[src/rtl/muldiv_pkg.sv]
// Shared encodings for the iterative multiply/divide unit: op codes, signed-bit index, FSM states.
package muldiv_pkg;

  localparam logic [1:0] OP_MUL  = 2'b00;
  localparam logic [1:0] OP_MULH = 2'b01;
  localparam logic [1:0] OP_DIV  = 2'b10;
  localparam logic [1:0] OP_REM  = 2'b11;

  localparam int SIGNED_BIT = 2;

  typedef enum logic [1:0] {
    IDLE = 2'b00,
    BUSY = 2'b01,
    DONE = 2'b10
  } state_t;

endpackage

[src/rtl/mul_div_negate.sv]
// Conditional two's-complement: out = neg ? -in : in.
module mul_div_negate #(
  parameter int W = 32
) (
  input  logic [W-1:0] in,
  input  logic         neg,
  output logic [W-1:0] out
);

  assign out = neg ? (~in + W'(1)) : in;

endmodule

[src/rtl/mul_div_unit.sv]
// Iterative radix-2 multiply/divide unit (shift-add multiply, restoring divide).
// Define MULDIV_SIGNED_EN to honour op[2] as the signed-operand select.
module mul_div_unit
  import muldiv_pkg::*;
#(
  parameter int WIDTH = 32
) (
  input  logic             clk,
  input  logic             rst_n,
  input  logic             start,
  input  logic             flush,
  input  logic [2:0]       op,
  input  logic [WIDTH-1:0] a,
  input  logic [WIDTH-1:0] b,
  output logic             busy,
  output logic             done,
  output logic [WIDTH-1:0] result
);

  localparam int CW = $clog2(WIDTH + 1);

  state_t             state, state_d;
  logic [1:0]         op_q;
  logic               neg_q;
  logic [WIDTH-1:0]   opb_q;
  logic [2*WIDTH-1:0] acc, acc_step;
  logic [CW-1:0]      count;

  logic               is_signed, sa, sb, is_div, div0, accept, last_step;
  logic [WIDTH-1:0]   abs_a, abs_b;
  logic [WIDTH:0]     mul_sum, div_trial;
  logic [2*WIDTH-1:0] fix_in, fix_out;
  logic [WIDTH-1:0]   res_val;

`ifdef MULDIV_SIGNED_EN
  assign is_signed = op[SIGNED_BIT];
`else
  logic unused_signed_bit;
  assign unused_signed_bit = op[SIGNED_BIT];
  assign is_signed = 1'b0;
`endif

  assign sa     = is_signed & a[WIDTH-1];
  assign sb     = is_signed & b[WIDTH-1];
  assign is_div = op[1];
  assign div0   = is_div && (b == '0);
  assign accept = (state == IDLE) && start && !flush;
  assign last_step = (count == CW'(WIDTH - 1));

  mul_div_negate #(.W(WIDTH)) u_abs_a (.in(a), .neg(sa), .out(abs_a));
  mul_div_negate #(.W(WIDTH)) u_abs_b (.in(b), .neg(sb), .out(abs_b));

  // acc holds {product_hi, multiplier_shifting} for MUL and {remainder, quotient} for DIV.
  always_comb begin
    mul_sum   = {1'b0, acc[2*WIDTH-1:WIDTH]} + {1'b0, (acc[0] ? opb_q : '0)};
    div_trial = acc[2*WIDTH-1:WIDTH-1] - {1'b0, opb_q};
    if (op_q[1]) begin
      if (div_trial[WIDTH]) acc_step = {acc[2*WIDTH-2:0], 1'b0};
      else                  acc_step = {div_trial[WIDTH-1:0], acc[WIDTH-2:0], 1'b1};
    end else begin
      acc_step = {mul_sum, acc[WIDTH-1:1]};
    end
  end

  // Full-width fix-up so signed MULH sees the negated 2*WIDTH product.
  always_comb begin
    case (op_q)
      OP_DIV:  fix_in = {{WIDTH{1'b0}}, acc_step[WIDTH-1:0]};
      OP_REM:  fix_in = {{WIDTH{1'b0}}, acc_step[2*WIDTH-1:WIDTH]};
      default: fix_in = acc_step;
    endcase
  end

  mul_div_negate #(.W(2*WIDTH)) u_fix (.in(fix_in), .neg(neg_q), .out(fix_out));

  assign res_val = (op_q == OP_MULH) ? fix_out[2*WIDTH-1:WIDTH] : fix_out[WIDTH-1:0];

  always_ff @(posedge clk or negedge rst_n) begin
    if (!rst_n) state <= IDLE;
    else        state <= state_d;
  end

  always_comb begin
    state_d = state;
    case (state)
      IDLE:    if (accept) state_d = div0 ? DONE : BUSY;
      BUSY:    if (last_step) state_d = DONE;
      DONE:    state_d = IDLE;
      default: state_d = IDLE;
    endcase
    if (flush) state_d = IDLE;
  end

  assign busy = (state == BUSY);
  assign done = (state == DONE);

  always_ff @(posedge clk or negedge rst_n) begin
    if (!rst_n) begin
      op_q   <= '0;
      neg_q  <= 1'b0;
      opb_q  <= '0;
      acc    <= '0;
      count  <= '0;
      result <= '0;
    end else if (accept) begin
      op_q  <= op[1:0];
      neg_q <= (op[1:0] == OP_REM) ? sa : (sa ^ sb);
      opb_q <= is_div ? abs_b : abs_a;
      acc   <= {{WIDTH{1'b0}}, (is_div ? abs_a : abs_b)};
      count <= '0;
      if (div0) result <= op[0] ? a : '1;
    end else if (state == BUSY && !flush) begin
      acc   <= acc_step;
      count <= count + CW'(1);
      if (last_step) result <= res_val;
    end
  end

endmodule
[config.mk]
export PLATFORM = sky130hd
export DESIGN_NAME = mul_div_unit
export DESIGN_NICKNAME = d
export VERILOG_FILES = /design/src/rtl/muldiv_pkg.sv /design/src/rtl/mul_div_negate.sv /design/src/rtl/mul_div_unit.sv
export SDC_FILE = /design/constraint.sdc
export NUM_CORES = 1
export LEC_CHECK = 0
export ABC_AREA = 1
export BUFFER_PORTS_ARGS = -buffer_cell sky130_fd_sc_hd__buf_2
export CAP_MARGIN = 20
export CORE_ASPECT_RATIO = 0.6
export CORE_MARGIN = 2
export CORE_UTILIZATION = 50
export CTS_BUF_LIST = sky130_fd_sc_hd__clkbuf_8
export DETAILED_ROUTE_END_ITERATION = 12
export HOLD_SLACK_MARGIN = 0.1
export PLACE_DENSITY_LB_ADDON = 0.1
export RECOVER_POWER = 100
export SYNTH_ARGS = -nofsm -noshare
export SYNTH_HDL_FRONTEND = slang
export SYNTH_SLANG_ARGS = --single-unit
[constraint.sdc]
create_clock -name clk -period 3.8 [get_ports clk]
set_clock_uncertainty 0.05 [all_clocks]
set_input_delay 0.38 -clock clk [delete_from_list [all_inputs] [get_ports clk]]
set_output_delay 0.38 -clock clk [all_outputs]
set_load 0.02 [all_outputs]
==> flow_summary.yaml <==
cells_and_area:
  final_util_pct: 56.1
  syn_to_final_growth_pct: 9.63
  drive_gt1_share_pct: 7.47
  n_antenna_cell: 0
  fin_nets: 2361
logic_synthesis:
  synth_cell_types: 49
  synth_edf_count: 0
  ys.warnings.count: 0
  synth_most_common_cell: "nand2_1"
  synth_area_mm2: 0.0130
  syn_area_per_cell_um2: 6.06
  synthCells: 2148
  synth_flop_cell: "dfrtp_1"
  synth_top_area_cell: "dfrtp_1"
  yosysSeqAreaShare_pct: 26.5
  ys_ff_latch: 138
  syn-num-nets: 2286
  yosysTopAreaCellShare_pct: 26.5
  synthTopCellsByArea: "dfrtp_1 (27%), nand2_1 (21%), inv_1 (9.3%), ha_1 (6.2%), o21ai_0 (6.0%)"
  synthArstFlopShare_pct: 100
  synth_common_cells: "nand2_1 (743), inv_1 (323), nor2_1 (163)"
routing:
  vias_per_cell: 5.78
  firstDrtPassIters: 8
  drt-total-wl_mm: 53.0
  first_iter_violations: 1752
  ant_nets: 0
  drc: 0
  wl_per_cell_um: 20.5
  vias: 15000
sta:
  rsz0062_at_grt: "no"
  whs_ns: 0.149
  finalHoldViolCount: 0
  setup-violations-final: 0
  max-slew-margin-rel_pct: -25.5
  tns_ns: 0
  worst_pin_slew_ns: 1.88
  fmax_mhz: 281
  min_period_over_period_pct: 93.6
  period_needed_ns: 3.56
  slew_violations: 124
hold_path:
  hold_depth: 3
  hold_class: "in2reg"
  min_to: "opb_q[30]"
  min-delay-start: "b[30]"
global_routing:
  grt_usage_pct: 39.3
  grt_busiest_layer: "met1"
  antenna_found_initial: 0
  grt_max_degree: 71
  grt_pass1_wl_mm: 80.2
  use_met1_pct: 58.4
  grt_pass1_vias: 13400
  use_met2_pct: 53.9
  gr-usage-met3_pct: 12.5
  grt-ovfl-total: 0
clocking:
  cts_tree: "built"
  clk_latency_ns: 0.49
  cts.path.max_buffers: 2
  path_clk_slew_ns: 0.09
  cts_num_sinks: 138
  h-tree-depth: 4
  cts_resized: 0
  root_buffer: "clkbuf_8"
  cts_buffers: 17
floorplan:
  fp-row-count: 45
  fp.dieH_um: 129
  die_area_mm2: 0.0274
  initial_core_util_pct: 51.2
  coreArea_mm2: 0.0254
  io-pin-count: 105
  die_w_um: 212
worst_setup_path:
  cp_common_cell: "nand2_1"
  cp_max_fo: 21
  cp-end-kind: "flop"
  startpoint_type: "flop"
  crit_type: "reg2reg"
  slowest_stage: "dfrtp_1"
  critPathMaxStageDelay_ns: 0.50
  path_buf_inv: 1
  critical_path_arrival_ns: 3.93
  crit_start: "acc[61]"
  r2r_slack_ns: 0.24
  reg2reg_from: "acc[61]"
  crit_family: "simple AND/OR/NAND/NOR gates"
  rr_endpoint: "result[14]"
  crit_chain: "ha_1 -> nand2_1 -> a21oi_1 -> nor2_1 -> nand2_1 -> a21oi_4 -> nand2_1 -> nand2_2 -> nand2_4 -> clkbuf_2 -> o21ai_0 -> nand2_1 -> nand2_1 -> nand2_1 -> nand2_1 -> nand2_1 -> nand2_1"
  worst-endpoint-required_ns: 4.18
  reg2regPathDepth: 17
power:
  ir_drop_v: 0.000508
  p_leak_nw: 7.77
  power_density_mw_per_mm2: 825
place:
  port_buffers: 103
  gp_congestion: 1.02
  dpl.hpwl_mm: 41.2
flow_run:
  timing.max_cap.violations: 3
outcome:
  outcome: "complete, but fails checks"
  violations: "capacitance limit, slew limit"
stage by stage:
step                cell area, um^2  std cells  setup WS [ns]  power [mW]
floorplan                     13000       2148           1.07        7.49
global placement              13900       2555          0.507        10.0
detailed placement            13900       2555          0.449        10.1
CTS                           14400       2588          0.426        11.5
global route                  14300       2588         0.0761        12.6
finish                        14300       2588          0.244        11.8
layout make-up:
cell class	instances	area (um^2)
inverters	329	1230
fillers	2737	11200
repair buffers	144	752
clock buffers	17	234
well taps	352	440
multi-input cells	1593	7960
flip-flops and latches	138	3450
clock inverters	15	200
worst max path at each step:
stage	to	slack (ns)	cells past startpoint
6_report	result[14]	0.24	17
5_1_grt	result[2]	0.08	22
4_1_cts	result[18]	0.43	24
3_5_place_dp	result[18]	0.45	24
3_3_place_gp	result[18]	0.51	24
2_1_floorplan	result[29]	1.07	21
power by group:
group	switching, mW	internal, mW	leakage, nW
sequential	0.408	1.84	1.76
clock	0.700	0.716	0.214
combinational	5.67	2.44	5.80
cell usage in the layout, fill, tap and decap left out, drive strengths merged, types with 4 or more instances in the layout:
master  Yosys  final
nand2     755    755
inv       327    330
o21ai     171    171
nor2      165    165
dfrtp     138    138
a21oi     113    113
buf        25     97
nand3      82     82
ha         65     65
clkbuf     63     63
o211ai     37     37
o22ai      31     31
a32oi      29     29
nor3       25     25
nand4      21     21
a211oi     15     15
xor2       14     14
xnor2      13     13
nand3b     12     12
o21bai      8      8
nor4        7      7
clkinv      2      7
a21o        5      5
a21boi      5      5
or2         4      4
bufinv      0      4
per-layer routing:
| layer | vias up | share of wire, % |
|---|---|---|
| li1 | 7059 | - |
| met1 | 7009 | 46 |
| met2 | 824 | 39 |
| met3 | 76 | 12 |
| met4 | 0 | 2.8 |
| met5 | - | 0 |
what timing repair did:
action                    4_1_cts  5_1_grt
hold endpoints to repair       63        0
buffers inserted                0        0
hold buffers                    1        0
flip-flops by register name, indices dropped and copies added, names as in the netlist:
name / flops
opb_q: 32
acc: 64
op_q: 2
count: 6
result: 32
state: 2
worst min-delay path, delay by kind of cell:
family / cells / cell delay (ns)
AOI/OAI and AO/OA: 2 / 0.16
buffers and inverters: 1 / 0.10
cells by family (layout without fill, tap and decap cells):
group,count (synthesis),after routing,synth area share [%]
flops,138,138,26.5
buf+inv,417,505,12.4
compound gates,426,426,19.3
fa+ha+maj,67,67,6.55
xor+xnor,27,27,1.82
simple gates,1073,1073,33.4
Power figures use the tool's default switching activity.
